### src/rtl/cookie_pkg.sv
// Shared types and constants for cookie_jar: FSM state type, depth helper,
// and known-good LFSR taps/seeds for the common cookie widths.
package cookie_pkg;

  typedef enum logic [0:0] {
    IDLE  = 1'b0,
    SHIFT = 1'b1
  } cookie_state_e;

  localparam logic [7:0]  TAPS_W8  = 8'hB8;
  localparam logic [7:0]  SEED_W8  = 8'h01;
  localparam logic [15:0] TAPS_W16 = 16'hB400;
  localparam logic [15:0] SEED_W16 = 16'h0001;
  localparam logic [31:0] TAPS_W32 = 32'h8020_0003;
  localparam logic [31:0] SEED_W32 = 32'h0000_0001;
  localparam logic [63:0] TAPS_W64 = 64'hD800_0000_0000_0000;
  localparam logic [63:0] SEED_W64 = 64'h0000_0000_0000_0001;

  function automatic int clog2_depth(input int depth);
    int r;
    r = 0;
    for (int i = 0; i < 32; i++) begin
      if ((1 << r) < depth) r++;
    end
    return r;
  endfunction

endpackage

### src/rtl/cookie_lfsr.sv
// cookie_lfsr: Fibonacci LFSR, shifts left with XOR-reduced tapped bits into bit 0.
// A zero state can only come from a bad seed; it recovers to SEED on the next enabled cycle.
module cookie_lfsr #(
  parameter int               WIDTH = 8,
  parameter logic [WIDTH-1:0] TAPS  = WIDTH'(8'hB8),
  parameter logic [WIDTH-1:0] SEED  = WIDTH'(8'h01)
) (
  input  logic             clk_i,
  input  logic             rst_i,
  input  logic             en_i,
  output logic [WIDTH-1:0] q_o
);

  logic [WIDTH-1:0] state_q, state_d;

  always_comb begin
    state_d = state_q;
    if (en_i) begin
      if (state_q == '0) state_d = SEED;
      else               state_d = {state_q[WIDTH-2:0], ^(state_q & TAPS)};
    end
  end

  always_ff @(posedge clk_i) begin
    if (rst_i) state_q <= SEED;
    else       state_q <= state_d;
  end

  assign q_o = state_q;

endmodule

### src/rtl/cookie_jar.sv
// cookie_jar: serial-in cookie FIFO emitting raw or LFSR-scrambled serial frames.
// Define COOKIE_PARITY_EN to append an even-parity bit (over the sent word) to every frame.
//   state | meaning
//   IDLE  | waiting for display/run with a buffered cookie
//   SHIFT | emitting frame bits, LSB first, one per enabled cycle
module cookie_jar
  import cookie_pkg::*;
#(
  parameter int               WIDTH = 8,
  parameter int               DEPTH = 4,
  parameter logic [WIDTH-1:0] TAPS  = WIDTH'(TAPS_W8),
  parameter logic [WIDTH-1:0] SEED  = WIDTH'(SEED_W8)
) (
  input  logic                        clk_i,
  input  logic                        rst_i,
  input  logic                        en_i,
  input  logic                        run_i,
  input  logic                        display_i,
  input  logic                        in_bit_i,
  input  logic                        in_valid_i,
  output logic                        out_bit_o,
  output logic                        out_valid_o,
  output logic                        out_last_o,
  output logic                        full_o,
  output logic                        empty_o,
  output logic [clog2_depth(DEPTH):0] count_o,
  output logic                        overflow_o,
  output logic [WIDTH-1:0]            lfsr_q_o
);

  localparam int AW = clog2_depth(DEPTH);
  localparam int BW = $clog2(WIDTH);
`ifdef COOKIE_PARITY_EN
  localparam int FRAME = WIDTH + 1;
`else
  localparam int FRAME = WIDTH;
`endif
  localparam int FW = $clog2(FRAME);
  localparam logic [AW:0] FULL_CNT = (AW+1)'(DEPTH);
  localparam logic [0:0]  S_IDLE   = 1'(IDLE);
  localparam logic [0:0]  S_SHIFT  = 1'(SHIFT);

  logic [WIDTH-1:0] mem_q [DEPTH];
  logic [AW-1:0]    wr_ptr_q, wr_ptr_d, rd_ptr_q, rd_ptr_d;
  logic [AW:0]      count_q, count_d;
  logic [WIDTH-1:0] asm_q, asm_d;
  logic [BW-1:0]    bitcnt_q, bitcnt_d;
  logic             overflow_q, overflow_d;
  logic [0:0]       state_q, state_d;
  logic [FRAME-1:0] shreg_q, shreg_d;
  logic [FW-1:0]    remain_q, remain_d;
  logic             out_bit_q, out_bit_d, out_valid_q, out_valid_d, out_last_q, out_last_d;
  logic             push_req, push_ok, pop;
  logic [WIDTH-1:0] push_word, tx_word, lfsr_q;
  logic [FRAME-1:0] frame_word;

  cookie_lfsr #(.WIDTH(WIDTH), .TAPS(TAPS), .SEED(SEED)) u_lfsr (
    .clk_i (clk_i),
    .rst_i (rst_i),
    .en_i  (en_i),
    .q_o   (lfsr_q)
  );

  assign full_o  = (count_q == FULL_CNT);
  assign empty_o = (count_q == '0);
  assign pop      = en_i && (state_q == S_IDLE) && (display_i || run_i) && !empty_o;
  assign push_req = en_i && in_valid_i && (bitcnt_q == BW'(WIDTH-1));
  assign push_ok  = push_req && (!full_o || pop);
  // lfsr_q here is the pre-advance value of the pop edge
  assign tx_word  = display_i ? mem_q[rd_ptr_q] : (mem_q[rd_ptr_q] ^ lfsr_q);
`ifdef COOKIE_PARITY_EN
  assign frame_word = {^tx_word, tx_word};
`else
  assign frame_word = tx_word;
`endif

  always_comb begin
    push_word           = asm_q;
    push_word[bitcnt_q] = in_bit_i;
  end

  always_comb begin
    wr_ptr_d    = wr_ptr_q;
    rd_ptr_d    = rd_ptr_q;
    count_d     = count_q;
    asm_d       = asm_q;
    bitcnt_d    = bitcnt_q;
    overflow_d  = overflow_q;
    state_d     = state_q;
    shreg_d     = shreg_q;
    remain_d    = remain_q;
    out_bit_d   = out_bit_q;
    out_valid_d = out_valid_q;
    out_last_d  = out_last_q;
    if (en_i) begin
      if (in_valid_i) begin
        if (push_req) begin
          asm_d    = '0;
          bitcnt_d = '0;
        end else begin
          asm_d    = push_word;
          bitcnt_d = bitcnt_q + 1'b1;
        end
      end
      if (push_ok) wr_ptr_d = wr_ptr_q + 1'b1;
      if (push_req && !push_ok) overflow_d = 1'b1;
      if (pop) rd_ptr_d = rd_ptr_q + 1'b1;
      if (push_ok && !pop)      count_d = count_q + 1'b1;
      else if (pop && !push_ok) count_d = count_q - 1'b1;
      case (state_q)
        S_IDLE: begin
          if (pop) begin
            state_d     = S_SHIFT;
            out_valid_d = 1'b1;
            out_last_d  = 1'b0;
            out_bit_d   = frame_word[0];
            shreg_d     = frame_word >> 1;
            remain_d    = FW'(FRAME-1);
          end
        end
        default: begin
          if (remain_q == '0) begin
            state_d     = S_IDLE;
            out_valid_d = 1'b0;
            out_last_d  = 1'b0;
            out_bit_d   = 1'b0;
          end else begin
            remain_d   = remain_q - 1'b1;
            out_bit_d  = shreg_q[0];
            shreg_d    = shreg_q >> 1;
            out_last_d = (remain_q == FW'(1));
          end
        end
      endcase
    end
  end

  always_ff @(posedge clk_i) begin
    if (rst_i) begin
      wr_ptr_q    <= '0;
      rd_ptr_q    <= '0;
      count_q     <= '0;
      asm_q       <= '0;
      bitcnt_q    <= '0;
      overflow_q  <= 1'b0;
      state_q     <= S_IDLE;
      shreg_q     <= '0;
      remain_q    <= '0;
      out_bit_q   <= 1'b0;
      out_valid_q <= 1'b0;
      out_last_q  <= 1'b0;
    end else begin
      wr_ptr_q    <= wr_ptr_d;
      rd_ptr_q    <= rd_ptr_d;
      count_q     <= count_d;
      asm_q       <= asm_d;
      bitcnt_q    <= bitcnt_d;
      overflow_q  <= overflow_d;
      state_q     <= state_d;
      shreg_q     <= shreg_d;
      remain_q    <= remain_d;
      out_bit_q   <= out_bit_d;
      out_valid_q <= out_valid_d;
      out_last_q  <= out_last_d;
    end
  end

  always_ff @(posedge clk_i) begin
    if (!rst_i && push_ok) mem_q[wr_ptr_q] <= push_word;
  end

  assign out_bit_o   = out_bit_q;
  assign out_valid_o = out_valid_q;
  assign out_last_o  = out_last_q;
  assign count_o     = count_q;
  assign overflow_o  = overflow_q;
  assign lfsr_q_o    = lfsr_q;

endmodule
### config.mk
export PLATFORM = sky130hd
export DESIGN_NAME = cookie_jar
export DESIGN_NICKNAME = d
export VERILOG_FILES = /design/src/rtl/cookie_pkg.sv /design/src/rtl/cookie_lfsr.sv /design/src/rtl/cookie_jar.sv
export SDC_FILE = /design/constraint.sdc
export NUM_CORES = 1
export LEC_CHECK = 0
export BUFFER_PORTS_ARGS = -buffer_cell sky130_fd_sc_hd__buf_4
export CORE_ASPECT_RATIO = 0.75
export CORE_UTILIZATION = 55
export CTS_CLUSTER_DIAMETER = 200
export DETAILED_ROUTE_END_ITERATION = 10
export GPL_TIMING_DRIVEN = 0
export PLACE_DENSITY = 0.73
export SYNTH_ARGS = -nofsm -noshare
export SYNTH_HDL_FRONTEND = slang
export SYNTH_SLANG_ARGS = --single-unit
### constraint.sdc
create_clock -name clk_i -period 3.03 [get_ports clk_i]
set_clock_uncertainty 0.05 [all_clocks]
set_input_delay 0.606 -clock clk_i [delete_from_list [all_inputs] [get_ports clk_i]]
set_output_delay 0.606 -clock clk_i [all_outputs]
set_load 0.005 [all_outputs]
After elaboration in Yosys (flattened, before gate mapping)
Memories as Yosys holds them, arrays and structs flattened. A register that Yosys moved wholly into a read port is not among the register bits.
Cells that the tools add are included.
{"block": "classes", "eq_ne": 5, "magnitude_cmp": 2, "n_div": 0, "muxes": 31, "add_sub_neg": 6, "shift": 0, "n_mul": 0, "n_bitwise": 2, "n_reduce_logical": 32}
{"cell": "8-bit 2-to-1 mux", "count": 6}
{"cell": "3-bit 2-to-1 mux", "count": 6}
{"cell": "1-bit 2-to-1 mux", "count": 15}
{"cell": "2-bit AND reduction", "count": 6}
{"cell": "1-bit logical AND", "count": 11}
{"cell": "8-bit bitwise mux", "count": 1}
{"cell": "8-bit zero test", "count": 1}
{"cell": "8-bit XOR reduction", "count": 1}
{"cell": "8-bit bitwise XOR", "count": 1}
{"cell": "3-bit by 1-bit adder with 3-bit output, second input constant", "count": 2}
{"cell": "3-bit equality test, second input constant", "count": 2}
{"cell": "3-bit zero test", "count": 2}
{"cell": "3-bit AND reduction", "count": 2}
{"cell": "3-bit by 1-bit subtractor with 3-bit output, second input constant", "count": 2}
{"cell": "1-bit zero test", "count": 5}
{"cell": "2-bit by 1-bit adder with 2-bit output, second input constant", "count": 2}
{"cell": "3-bit by 4-bit less-than comparator with 1-bit output, second input constant", "count": 1}
{"cell": "2-bit 2-to-1 mux", "count": 2}
{"cell": "2-bit nonzero test", "count": 2}
{"cell": "1-bit demux with 3-bit select", "count": 1}
{"cell": "3-bit by 1-bit equality test with 1-bit output, second input constant", "count": 1}
{"cell": "3-bit by 1-bit greater-or-equal comparator with 1-bit output, second input constant", "count": 1}
{"cell": "1-bit logical OR", "count": 2}
{"cell": "2-bit by 1-bit inequality test with 1-bit output, second input constant", "count": 1}
{"cell": "2 further kinds", "count": 2}
{"block": "totals", "out_inout_bits": 17, "ram_bits": 32, "n_memories": 1, "latch_bits": 0, "elab_cells": 92, "rom_bits": 0, "reg_bits": 42}
{"memory": "mem_q", "depth": 4, "width": 8, "rd": 1, "rd_clocked_by_memory_dff": 1, "write_ports": 1, "line": "cookie_jar.sv:43", "rtl": "logic [WIDTH-1:0] mem_q [DEPTH];"}

Logic depth before layout (Yosys ltp)
{"block": "logic_depth", "word_depth": 10, "depth_mapped": 12, "depth_no_buf": 11}

Cells and area by module
A second synthesis with hierarchy kept.
{"block": "unflattened", "cells_unflattened": 296, "hier_area_um2": 3419.5}
{"mod": "cookie_jar", "n_inst": 1, "area_per_inst_um2": 3056.7, "seq_area_each_um2": 1661.6, "cells_per_inst": 259}
{"mod": "cookie_lfsr", "n_inst": 1, "area_per_inst_um2": 362.8, "seq_area_each_um2": 160.2, "cells_per_inst": 37}

Least setup slack after synthesis
No wires, ideal clock.
{"block": "synth_path", "path_kind": "in2reg", "start": "input en_i", "end": "register count_q[1], in the netlist count_o[1]", "required_time_ns": 2.852, "t_arrival_ns": 2.314, "path_stages": 10, "n_path_buf": 3, "slack_ns": 0.538, "path_cell_list": "buf_2 > nand2b_1 > or3_4 > buf_6 > buf_2 > ha_1 > inv_1 > fa_1 > mux2i_1 > nor2_1"}
{"block": "synth_via", "elab_chain_cells": 9, "word_cells_on_any_way": 14, "cone_classes": "mux: 1; reduce/logical: 13"}
{"item": "start, declared", "line": "cookie_jar.sv:16", "rtl": "input logic en_i,"}
{"item": "1-bit logical AND (3 in series)", "line": "cookie_jar.sv:66", "rtl": "assign pop = en_i && (state_q == S_IDLE) && (display_i || run_i) && !empty_o;"}
{"item": "1-bit logical OR", "line": "cookie_jar.sv:68", "rtl": "assign push_ok = push_req && (!full_o || pop);"}
{"item": "1-bit logical AND", "line": "cookie_jar.sv:68"}
{"item": "1-bit zero test", "line": "cookie_jar.sv:109", "rtl": "else if (pop && !push_ok) count_d = count_q - 1'b1;"}
{"item": "1-bit logical AND", "line": "cookie_jar.sv:109"}
{"item": "2-bit nonzero test (no line)"}
{"item": "2-bit AND reduction (no line)"}
{"item": "end signal, assigned", "line": "cookie_jar.sv:155", "rtl": "count_q <= count_d;"}
{"item": "end, declared", "line": "cookie_jar.sv:45", "rtl": "logic [AW:0] count_q, count_d;"}
Several ways; a longest one is shown, not always the timed one.
A chain may end at the register's enable or synchronous reset.

Final worst setup path
{"block": "layout_path", "start": "register count_q[0], in the netlist count_o[0]", "end": "register count_q[2], in the netlist count_o[2]"}
{"block": "layout_via", "elab_chain_cells": 9, "word_cells_on_any_way": 17, "cone_classes": "add/sub: 2; eq/ne: 1; mux: 2; reduce/logical: 12"}
{"item": "3-bit zero test", "line": "cookie_jar.sv:65", "rtl": "assign empty_o = (count_q == '0);"}
{"item": "1-bit zero test", "line": "cookie_jar.sv:66"}
{"item": "1-bit logical AND", "line": "cookie_jar.sv:66"}
{"item": "1-bit logical OR", "line": "cookie_jar.sv:68"}
{"item": "1-bit logical AND", "line": "cookie_jar.sv:68"}
{"item": "1-bit zero test", "line": "cookie_jar.sv:109"}
{"item": "1-bit logical AND", "line": "cookie_jar.sv:109"}
{"item": "2-bit nonzero test (no line)"}
{"item": "2-bit AND reduction (no line)"}
Several ways; a longest one is shown, not always the timed one. The select of a mux whose other input is x is not followed.

==> run metrics <==
first-pass GRT wire length 11460 µm; EDFF count, synth 32; Synth area leaders edfxtp_1 (28%), dfxtp_1 (26%), mux4_2 (5.3%), ha_1 (4.1%), nor2_1 (3.7%); cell row count 24; synthesized instance count 293; Setup crit end kind flip-flop; Die Y 69.82 µm; Slew Limit Fails 0; met2 Track Usage GR 35.47%; worst ir drop on vdd 0.0002192 V; DRC 0; # fillers 480; Worst Hold Class reg2reg; Async SR Flop Fraction 0%; Slew Limit Headroom 58.17%; Net Count, Synth 312; clk sinks 75; antenna violations before repair 0; critical path launch point type flip-flop; share of the synthesized area in the top cell type 28.49%; multi-input logic area 1428 µm²; Arr. time, crit path 2.81 ns; YS warnings 0; Die ar. 6453 µm²; Global Route Usage Sum 23.85%; HP Start out_last_o$_SDFFE_PP0P_; post_cts resized 0; clock root buffer master clkbuf_8; leading area contributor after synthesis edfxtp_1; WHS 0.4205 ns; Post-CTS Hold Buffers 0; Seq/Total Area, Yosys 54.01%; dpl hpwl 4714 µm; Worst Tran Pin Value 0.6274 ns; Syn-to-layout area delta 12.72%; fraction of layout cells with a size suffix above 1 17.27%; CP Cell Sequence nor3_1 -> or3_4 -> buf_6 -> buf_2 -> ha_1 -> inv_1 -> fa_1 -> xnor2_1 -> nand2_1 -> xor2_1 -> nor2_1; post-route minimum period 2.649 ns; RSZ-0062 raised after global routing no; post-synthesis register bit count 75; status complete, no violations; Primary FF master, synth dfxtp_1; Die X-Extent 92.43 µm; post-CTS setup buffers 0; Lkg Pwr 1.390 nW; Final TNS setup 0 ns; Syn Area/Cell 11.51 µm²; largest net degree at the start of global routing 13; total grt overflow 0; Pwr Density 479.1 nW/µm²; Routability Congestion 0.8103; Post-synth top cells dfxtp_1 (43), nor2_1 (33), edfxtp_1 (32); CP max-delay cell dfxtp_1; max incr delay on CP 0.38 ns; setup violators final 0; R2R setup slack 0.38 ns; clk slew on worst S/H paths 0.07 ns; clk buf depth 2; maxcap violations 0; # diodes 0; final net count 344; grt met3 use 8.224%; worst-case reg-to-reg path depth 11; WS Path Type reg2reg; Initial DRT Pass Iterations 4; vias in the first global route 2280; RR Startpoint count_o[0]$_SDFFE_PP0P_; average wire per standard cell 16.65 µm; Clock Latency Late Sink 0.34 ns; grt met1 use 32.29%; FF-to-FF End count_o[2]$_SDFFE_PP0P_; CP required 3.19 ns; sequential standard cell area 1822 µm²; I/O pin total 24; mapped cell area 3373 µm²; library cells used by synthesis 43; vias per inst 5.598; Final period util 87.42%; CTS H-tree depth 3; Num CTS Buffers 9; most frequent cell after synthesis dfxtp_1; Hold Path Depth 2; gr busiest metal met2; Initial Util 57.61%; Hold Crit Endpoint out_last_o$_SDFFE_PP0P_; final hold violation count 0; total power 0.001822 W; vias 2284; PortBufs 21; CTS tree yes; final wirelength 6794 µm; CP max FO 10; Initial DRC Count 132; Core ar. 5856 µm²; fmax 377.5 MHz; number of routed nets with antenna violations 0
## metal layers
metal,vias up,share of wire (%)
li1,1114,-
met1,1112,49
met4,0,1.7
met3,9,4.8
met2,49,45
met5,-,0
## placed cells by master, fill, tap and decap left out, drive strengths merged, types with 2 or more instances in the layout
cell type / instances
dfxtp: 43
nor2: 34
edfxtp: 32
buf: 26
clkbuf: 26
a21oi: 20
xnor2: 14
inv: 13
ha: 11
nand3: 10
mux2: 8
a22oi: 8
mux4: 8
nor3: 7
nor3b: 6
nand2b: 6
mux2i: 6
and2b: 6
a221o: 6
and2: 5
o21ai: 5
nor2b: 5
nand3b: 4
nand2: 3
or3: 3
nand4: 2
a2bb2oi: 2
## through the flow
step / setup slack [ns] / cell area [µm²] / utilization [%] / std cells
after floorplan: 0.5382 / 3373 / - / 293
after global placement: 0.3135 / 3628 / 61.97 / 392
after detailed placement: 0.2509 / 3628 / 61.97 / 392
after CTS: 0.3833 / 3802 / 64.94 / 408
after global routing: 0.2238 / 3802 / 64.94 / 408
final: 0.3812 / 3802 / 64.94 / 408
## power by group
part	leakage (nW)	internal (W)	total [W]	switching, W
clock network	0.0910	0.000343	0.000691	0.000348
logic	0.653	0.0000284	0.0000723	0.0000439
registers	0.646	0.00105	0.00106	0.00000589
total	1.39	0.00142	0.00182	0.000398
## worst max-delay path, delay by kind of cell, from the launching register on
family / cells / cell delay [ns]
and+or+nand+nor: 4 / 0.71
adders and majority gates: 2 / 0.60
buffers and inverters: 3 / 0.46
DFF: 1 / 0.38
xor gates and xnor gates: 2 / 0.33
## cell type report
class	instances	area share, %
well taps	78	2.567
plain buffers	17	2.073
clock inverters	2	0.2961
clock buffers	14	4.278
inverters	12	1.185
multi-input cells	189	37.55
repair buffers	21	4.146
flip-flops and latches	75	47.91
## registers in the layout, summed over array words and instances, names as in the netlist, named ones only
register	flops
u_lfsr.q_o	8
out_last_o	1
wr_ptr_q	2
asm_q	8
bitcnt_q	3
overflow_o	1
remain_q	3
rd_ptr_q	2
out_valid_o	1
count_o	3
out_bit_o	1
state_q	1
shreg_q	7
mem_q	32
## how the worst max path moves through the flow
stage | end | depth (start not counted) | slack (ns) | from
floorplan | count_o[1]$_SDFFE_PP0P_ | 10 | 0.54 | en_i
global placement | count_o[1]$_SDFFE_PP0P_ | 10 | 0.31 | en_i
detailed placement | count_o[2]$_SDFFE_PP0P_ | 12 | 0.25 | en_i
CTS | count_o[2]$_SDFFE_PP0P_ | 11 | 0.38 | count_o[0]$_SDFFE_PP0P_
global route | count_o[2]$_SDFFE_PP0P_ | 11 | 0.22 | count_o[0]$_SDFFE_PP0P_
finish | count_o[2]$_SDFFE_PP0P_ | 11 | 0.38 | count_o[0]$_SDFFE_PP0P_
## kinds of logic (layout without fill, tap and decap cells)
kind of cell | Yosys count | in the layout | synth area share (%)
AOI/OAI and AO/OA | 48 | 48 | 9.385
DFF | 75 | 75 | 54.01
xor gates and xnor gates | 15 | 15 | 3.895
adders and majority gates | 12 | 12 | 4.674
and+or+nand+nor | 92 | 92 | 14.58
muxes | 22 | 22 | 9.792
buffers and inverters | 29 | 66 | 3.672
(Power assumes the default switching activity.)
